[config.mk]
export PLATFORM = sky130hd
export DESIGN_NAME = dmem_access_ctrl
export DESIGN_NICKNAME = d
export VERILOG_FILES = /design/src/rtl/dmem_access_ctrl.sv
export SDC_FILE = /design/constraint.sdc
export NUM_CORES = 1
export LEC_CHECK = 0
export CORE_MARGIN = 2
export CORE_UTILIZATION = 30
export DETAILED_ROUTE_END_ITERATION = 10
export GPL_TIMING_DRIVEN = 0
export SYNTH_ARGS = -nofsm -noshare
export SYNTH_HDL_FRONTEND = slang
export SYNTH_SLANG_ARGS = --single-unit
[constraint.sdc]
create_clock -name clk -period 4.7 [get_ports clk]
set_clock_uncertainty 0.05 [all_clocks]
set_input_delay 0.94 -clock clk [delete_from_list [all_inputs] [get_ports clk]]
set_output_delay 0.94 -clock clk [all_outputs]
set_load 0.02 [all_outputs]
[src/rtl/dmem_access_ctrl.sv]
// Two-port load/store arbiter in front of the single-ported data memory.
// Optional DMEM_ACCESS_CTRL_PERF_EN adds grant/conflict performance counters.
module dmem_access_ctrl #(
   parameter int unsigned STARVE_LIMIT = 4,
   parameter int unsigned ADDR_W       = 11
) (
   input  logic              clk,
   input  logic              rst_n,
   input  logic              p0_req_valid,
   output logic              p0_req_ready,
   input  logic              p0_we,
   input  logic [2:0]        p0_fmt,
   input  logic [ADDR_W-1:0] p0_addr,
   input  logic [31:0]       p0_wdata,
   output logic              p0_rsp_valid,
   output logic [31:0]       p0_rdata,
   input  logic              p1_req_valid,
   output logic              p1_req_ready,
   input  logic              p1_we,
   input  logic [2:0]        p1_fmt,
   input  logic [ADDR_W-1:0] p1_addr,
   input  logic [31:0]       p1_wdata,
   output logic              p1_rsp_valid,
   output logic [31:0]       p1_rdata,
   output logic              dm_w,
   output logic              dm_r,
   output logic [1:0]        store_format_signal,
   output logic [ADDR_W-1:0] dm_addr,
   output logic [31:0]       dm_wdata,
   input  logic [31:0]       dm_rdata
`ifdef DMEM_ACCESS_CTRL_PERF_EN
   ,
   output logic [31:0]       perf_grant0,
   output logic [31:0]       perf_grant1,
   output logic [31:0]       perf_conflict
`endif
);

   localparam logic [0:0] IDLE   = 1'b0;
   localparam logic [0:0] ACCESS = 1'b1;
   localparam logic [7:0] LIMIT  = 8'(STARVE_LIMIT);

   logic [0:0]        state_q;
   logic              we_q;
   logic [2:0]        fmt_q;
   logic [ADDR_W-1:0] addr_q;
   logic [31:0]       wdata_q;
   logic              port_q;
   logic [7:0]        starve_cnt_q;
   logic              grant0, grant1, both_valid, in_access;
   logic [31:0]       ext_data;

   always_comb begin
      in_access  = (state_q == ACCESS);
      both_valid = p0_req_valid & p1_req_valid;
      grant1     = !in_access & p1_req_valid & (!p0_req_valid | (starve_cnt_q == LIMIT));
      grant0     = !in_access & p0_req_valid & !grant1;
   end

   assign p0_req_ready = grant0;
   assign p1_req_ready = grant1;

   // Memory bus is only driven during ACCESS; a format of 11 never strobes a write.
   always_comb begin
      dm_w                = 1'b0;
      dm_r                = 1'b0;
      store_format_signal = 2'b00;
      dm_addr             = '0;
      dm_wdata            = '0;
      if (in_access) begin
         dm_addr  = addr_q;
         dm_wdata = wdata_q;
         if (we_q) begin
            if (fmt_q[1:0] != 2'b11) begin
               dm_w                = 1'b1;
               store_format_signal = fmt_q[1:0];
            end
         end else begin
            dm_r = 1'b1;
         end
      end
   end

   always_comb begin
      case (fmt_q[1:0])
         2'b01:   ext_data = fmt_q[2] ? {16'h0000, dm_rdata[15:0]}
                                      : {{16{dm_rdata[15]}}, dm_rdata[15:0]};
         2'b10:   ext_data = fmt_q[2] ? {24'h000000, dm_rdata[7:0]}
                                      : {{24{dm_rdata[7]}}, dm_rdata[7:0]};
         default: ext_data = dm_rdata;
      endcase
   end

   always_ff @(posedge clk or negedge rst_n) begin
      if (!rst_n) begin
         state_q      <= IDLE;
         we_q         <= 1'b0;
         fmt_q        <= 3'b000;
         addr_q       <= '0;
         wdata_q      <= '0;
         port_q       <= 1'b0;
         starve_cnt_q <= 8'd0;
         p0_rsp_valid <= 1'b0;
         p1_rsp_valid <= 1'b0;
         p0_rdata     <= '0;
         p1_rdata     <= '0;
      end else begin
         p0_rsp_valid <= 1'b0;
         p1_rsp_valid <= 1'b0;
         if (!in_access) begin
            if (grant0 | grant1) begin
               state_q <= ACCESS;
               port_q  <= grant1;
               we_q    <= grant1 ? p1_we    : p0_we;
               fmt_q   <= grant1 ? p1_fmt   : p0_fmt;
               addr_q  <= grant1 ? p1_addr  : p0_addr;
               wdata_q <= grant1 ? p1_wdata : p0_wdata;
            end
            if (grant1) begin
               starve_cnt_q <= 8'd0;
            end else if (both_valid && grant0 && starve_cnt_q != 8'hFF) begin
               starve_cnt_q <= starve_cnt_q + 8'd1;
            end
         end else begin
            state_q <= IDLE;
            if (port_q) p1_rsp_valid <= 1'b1;
            else        p0_rsp_valid <= 1'b1;
            if (!we_q) begin
               if (port_q) p1_rdata <= ext_data;
               else        p0_rdata <= ext_data;
            end
         end
      end
   end

`ifdef DMEM_ACCESS_CTRL_PERF_EN
   always_ff @(posedge clk or negedge rst_n) begin
      if (!rst_n) begin
         perf_grant0   <= 32'd0;
         perf_grant1   <= 32'd0;
         perf_conflict <= 32'd0;
      end else begin
         if (grant0) perf_grant0 <= perf_grant0 + 32'd1;
         if (grant1) perf_grant1 <= perf_grant1 + 32'd1;
         if (!in_access && both_valid) perf_conflict <= perf_conflict + 32'd1;
      end
   end
`endif

endmodule

==> flow_summary.toml, run 1 <==
[worst_setup_path]
start_kind = "flip-flop"
path_common_cell = "clkbuf_1"
cp_cell_sequence = "buf_2, clkbuf_1, clkbuf_1, nand2_1, nor2_1, clkdlybuf4s50_1"
max_stage_delay_ps = 660
worst_path_max_delay_cell = "clkdlybuf4s50_1"
cp.arrival_ps = 2820
rr_startpoint = "fmt_q[0]$_DFFE_PN0P_"
reg2reg_depth = 9
r2r-end = "p1_rdata[21]$_DFFE_PN0P_"
critPathBufInv = 4
crit_type = "flip-flop to output pin"
cp_max_fo = 10
crit_family = "buffers and inverters"
crit_path_end_kind = "output pin"
crit_required_ps = 3710
reg2reg_slack_ps = 2450

[global_routing]
grt_usage_pct = 20.33
grt_max_degree = 77
overflow = 0
antenna_found_initial = 0
grt_pass1_wl_um = 35630
grt_pass1_vias = 6526

[floorplanning]
die_h_um = 150.6
initial_core_util_pct = 30.65
coreArea_sq_um = 21020
rows = 53
die_w_um = 150.6
die_area_sq_um = 22670
ios = 245

[final_layout]
fillers = 2045
final_core_util_pct = 47.02
syn2layout_area_growth_pct = 53.38
final_cell_count_no_fill = 1223
drive_gt1_share_pct = 12.13
diodes = 0
final_net_count = 1072

[sta]
maxSlewViolCount = 0
fin_crit_ps = 3811
layout_setup_ws_ps = 889.3
finalSetupViolations = 0
hold_viol_final = 0
rsz0062_at_grt = "false"
maxSlewHeadroom_pct = 59.45
tightestPinTransition_ps = 608.3
fmax_mhz = 262.4
min_period_over_period_pct = 81.08
fin_tns_setup_ps = 0
whs_ps = 408.5

[clocking]
h-tree-depth = 4
holdBufCountCts = 0
cts_root_buffer = "clkbuf_16"
cts_resized = 0
clkSinkCount = 123
tritoncts = "done"
post-cts-setup-buffers = 0
cts_inserted_buffers = 17
insertion_delay_ps = 410
cts_buffer_depth = 2
clk_pin_slew_ps = 60

[detailed_routing]
vias = 6298
drtPass1Iterations = 5
drtAntennaViolNets = 0
remaining_drc_errors = 0
vias_per_cell = 5.150
avgRoutedWirePerCell_um = 18.80
drt_iter0_drc = 329
finalWirelength_um = 22990

[synth]
synthArstFlopShare_pct = 100.0
synth.top_cell.area_share_pct = 47.77
synth_area_sq_um = 6444
yosys.area.top_type = "dfrtp_1"
synth_edf_count = 0
post_synth_num_cell_types = 37
yosysMostFrequentCell = "dfrtp_1"
synth_warnings = 0
synthCells = 671
syn_nets = 808
avgSynthCellArea_sq_um = 9.603
synthTopCellsByArea = "dfrtp_1, nor3_1, o22a_1"
ys_seq_area_share_pct = 47.77
synth-seq-cells = 123
synthTopCellsByCount = "dfrtp_1, nor3_1, a21oi_1"
synthFlopType = "dfrtp_1"

[place]
dp_hpwl_um = 16610
post-place-cells = 1191
port-buffer-count = 244
place_congestion = 0.8351
preCtsSetupSlack_ps = 984.9

[power]
clockPowerShare_pct = 25.8
swShare_pct = 37.06
powerDensity_nw_per_um2 = 548.5
internal_power_mw = 3.412
switching_power_mw = 2.009
pwr-share-comb_pct = 43.1
power_frac_seq_pct = 31.1
peakVddDrop_mv = 0.2372
leakage_nw = 3.855

[hold_path]
hp-class = "primary input to async pin"

[run_status]
status = "finished clean"

[run]
cap_viol_max_count = 0
-- registers in the layout (all words and copies together) (netlist names) --
name          flops
p0_rdata         32
p1_rdata         32
wdata_q          32
addr_q           11
starve_cnt_q      8
fmt_q             3
in_access         1
p0_rsp_valid      1
p1_rsp_valid      1
port_q            1
we_q              1
-- logic make-up after synthesis --
kind of cell | share of synthesized area, %
muxes | 3.107
AOI/OAI and AO/OA | 17.53
DFF | 47.77
xor gates and xnor gates | 0.4078
and+or+nand+nor | 24.39
buffers and inverters | 5.437
adders and majority gates | 1.359
-- worst reg2reg max path, delay by kind of cell (launching register included) --
family          cells  cell delay [ps]
fa+ha+maj           1              310
flops               1              440
compound gates      3              430
simple gates        1              270
buf+inv             4              660
-- per-layer routing --
| layer | share of wire (%) | vias to the layer above | GRT usage (%) |
|---|---|---|---|
| met2 | 47 | 267 | 33.09 |
| met5 | 0 | - | 0 |
| met1 | 42 | 3016 | 25.56 |
| met3 | 9.5 | 23 | 6.788 |
| met4 | 1.6 | 0 | 6.226 |
| li1 | - | 2992 | - |
-- power by group through the flow --
stage                     Clock, mW  Sequential, mW  Combinational, mW
after floorplan                   0            1.99              0.912
after global placement            0            1.70               2.33
after detailed placement          0            1.71               2.35
after CTS                      1.43            1.69               2.36
after global routing           1.48            1.74               2.53
final                          1.40            1.69               2.34
-- how the worst max path moves through the flow --
stage	endpoint	startpoint	slack, ps	depth (start not counted)
2_1_floorplan	p0_req_ready	p1_req_valid	2130	4
3_3_place_gp	p0_rdata[24]$_DFFE_PN0P_	rst_n	-2680	1
3_5_place_dp	p1_req_ready	p1_req_valid	980	5
4_1_cts	dm_w	in_access$_DFF_PN0_	810	6
5_1_grt	dm_w	in_access$_DFF_PN0_	600	6
6_report	dm_w	in_access$_DFF_PN0_	890	6
-- metrics by stage --
step	instance area [sq um]	total power [mW]
floorplan	6444	2.904
global placement	9230	4.027
detailed placement	9259	4.057
CTS	9883	5.482
global route	9883	5.752
finish	9883	5.421
-- cell type report --
type                       instances  area, sq um  share of cell area [%]
buffer                            64        335.3                   3.393
clock buffer                      18        439.2                   4.444
clock inverter                    14        185.2                   1.874
inverter                           4        15.01                  0.1519
multi-input combinational        480         3015                   30.51
sequential                       123         3078                   31.14
tap                              275        344.1                   3.481
timing repair buffer             245         2471                   25.00
-- placed cells by master, fill, tap and decap left out, drive strengths merged, types with 35 or more instances in the layout --
cell           instances
nor3                 142
nor2                  38
clkbuf                49
dfrtp                123
and2                  44
a21oi                 50
buf                   35
clkdlybuf4s50        243
o22a                  47
o22ai                 47
Note: power is estimated with default switching activity, not from simulation.
==> run 2: changes to the inputs <==
- clock period: 4.7 -> 3.5 ns (I/O delays scaled with it)
==> flow_summary.toml, run 2 (same netlist as run 1, synthesis figures left out) <==
[final_layout]
final_net_count = 1071
final_cell_count_no_fill = 1222
diodes = 0
final_common_cell = "clkdlybuf4s50_1"
top_regs = "p0_rdata x32, p1_rdata x32, wdata_q x32"
syn2layout_area_growth_pct = 53.34
drive_gt1_share_pct = 12.25
final_area_sq_um = 9881
final_cell_mix = "clkdlybuf4s50_1, dfrtp_1, nor3_1"

[sta]
hold_viol_final = 0
whs_ps = 166.5
tightestPinTransition_ps = 591.2
fmax_mhz = 308.8
fin_tns_setup_ps = 0
min_period_over_period_pct = 92.53
rsz0062_at_grt = "false"
finalSetupViolations = 0
fin_crit_ps = 3239
maxSlewViolCount = 0
maxSlewHeadroom_pct = 60.59

[global_routing]
grt_max_degree = 77
grt_pass1_wl_um = 35630
grt_usage_pct = 20.33
antenna_found_initial = 0
overflow = 0
grt_pass1_vias = 6526

[detailed_routing]
drtAntennaViolNets = 0
avgRoutedWirePerCell_um = 18.73
finalWirelength_um = 22890
drt_iter0_drc = 334
vias = 6284
remaining_drc_errors = 0
drtPass1Iterations = 5
vias_per_cell = 5.142

[floorplanning]
initial_core_util_pct = 30.65
die_area_sq_um = 22670
die_w_um = 150.6
coreArea_sq_um = 21020
rows = 53
die_h_um = 150.6
ios = 245

[run]
cap_viol_max_count = 0

[clocking]
cts_inserted_buffers = 17
cts_root_buffer = "clkbuf_16"
insertion_delay_ps = 410
cts_buffer_depth = 2
clkSinkCount = 123
clk_pin_slew_ps = 60
tritoncts = "done"
h-tree-depth = 4

[worst_setup_path]
cp.arrival_ps = 2490
critPathBufInv = 2
crit_path_end_kind = "output pin"
crit_family = "buffers and inverters"
crit_required_ps = 2750
cp_max_fo = 10
max_stage_delay_ps = 650
crit_type = "flip-flop to output pin"
startpoint = "starve_cnt_q[5]$_DFFE_PN0P_"
cp_cell_sequence = "nor4_2, nand4b_1, a21oi_1, buf_2, clkdlybuf4s50_1"
start_kind = "flip-flop"
rr_startpoint = "fmt_q[0]$_DFFE_PN0P_"
worst_path_max_delay_cell = "clkdlybuf4s50_1"

[power]
powerDensity_nw_per_um2 = 736.4
finalPower_mw = 7.276
peakVddDrop_mv = 0.3181
leakage_nw = 3.856

[place]
port-buffer-count = 244
place_congestion = 0.8351
post-place-cells = 1191
placed_area_sq_um = 9259
dp_hpwl_um = 16610

[hold_path]
hp-class = "primary input to async pin"

[run_status]
status = "finished clean"
[run 2: area by class of cell]
type                       count  area, sq um
tap                          275        344.1
fill                        2044        11140
inverter                       4        15.01
clock buffer                  18        439.2
multi-input combinational    480         3015
sequential                   123         3078
timing repair buffer         245         2471
buffer                        63        332.8
clock inverter                14        185.2
[run 2: through the flow]
step	worst slack (ps)	utilization, %
finish	261.5	47.00
global route	39.81	47.00
CTS	0.1570	47.02
detailed placement	264.9	44.05
global placement	-3641	43.91
floorplan	1359	-
[run 2: power breakdown]
part,internal (mW),switching [mW]
sequential,1.95,0.312
combinational,1.47,1.67
clock,1.16,0.717
[run 2: path summary, 6_finish.rpt]
kind | slack, ps | depth (start not counted) | end
max | 260 | 5 | p1_req_ready
min | 170 | 1 | wdata_q[20]$_DFFE_PN0P_
min in group clk | 430 | 2 | p1_rdata[20]$_DFFE_PN0P_
max in group asynchronous | 2470 | 2 | p0_rdata[16]$_DFFE_PN0P_
max reg2reg | 1250 | 9 | p1_rdata[21]$_DFFE_PN0P_
min reg2reg | 430 | 2 | p1_rdata[20]$_DFFE_PN0P_
[run 2: metal layers]
| metal | wire, um | GRT usage, % | vias to the layer above | share of wire [%] |
|---|---|---|---|---|
| met5 | 0 | 0 | - | 0 |
| met4 | 370 | 6.226 | 0 | 1.6 |
| li1 | - | - | 2992 | - |
| met1 | 9531 | 25.56 | 3004 | 42 |
| met2 | 10770 | 33.09 | 265 | 47 |
| met3 | 2219 | 6.788 | 23 | 9.7 |
[run 2: repair_timing]
action | CTS | global route
hold buffers | 0 | 0
buffers inserted | 0 | 0
endpoints found under the setup margin | 10 | 40
resized for setup | 1 | 0
[run 2: worst register-to-register path: cells and delay by family (launching register included)]
| kind | cells | cell delay (ps) |
|---|---|---|
| AOI/OAI and AO/OA | 3 | 430 |
| adders and majority gates | 1 | 310 |
| buffers and inverters | 4 | 660 |
| DFF | 1 | 440 |
| and+or+nand+nor | 1 | 270 |
==> run 3: changes to the inputs <==
- CTS_CLUSTER_DIAMETER: default -> 150
==> results of run 3 <==
Final layout, timing and power as in run 2 (identical DEF).
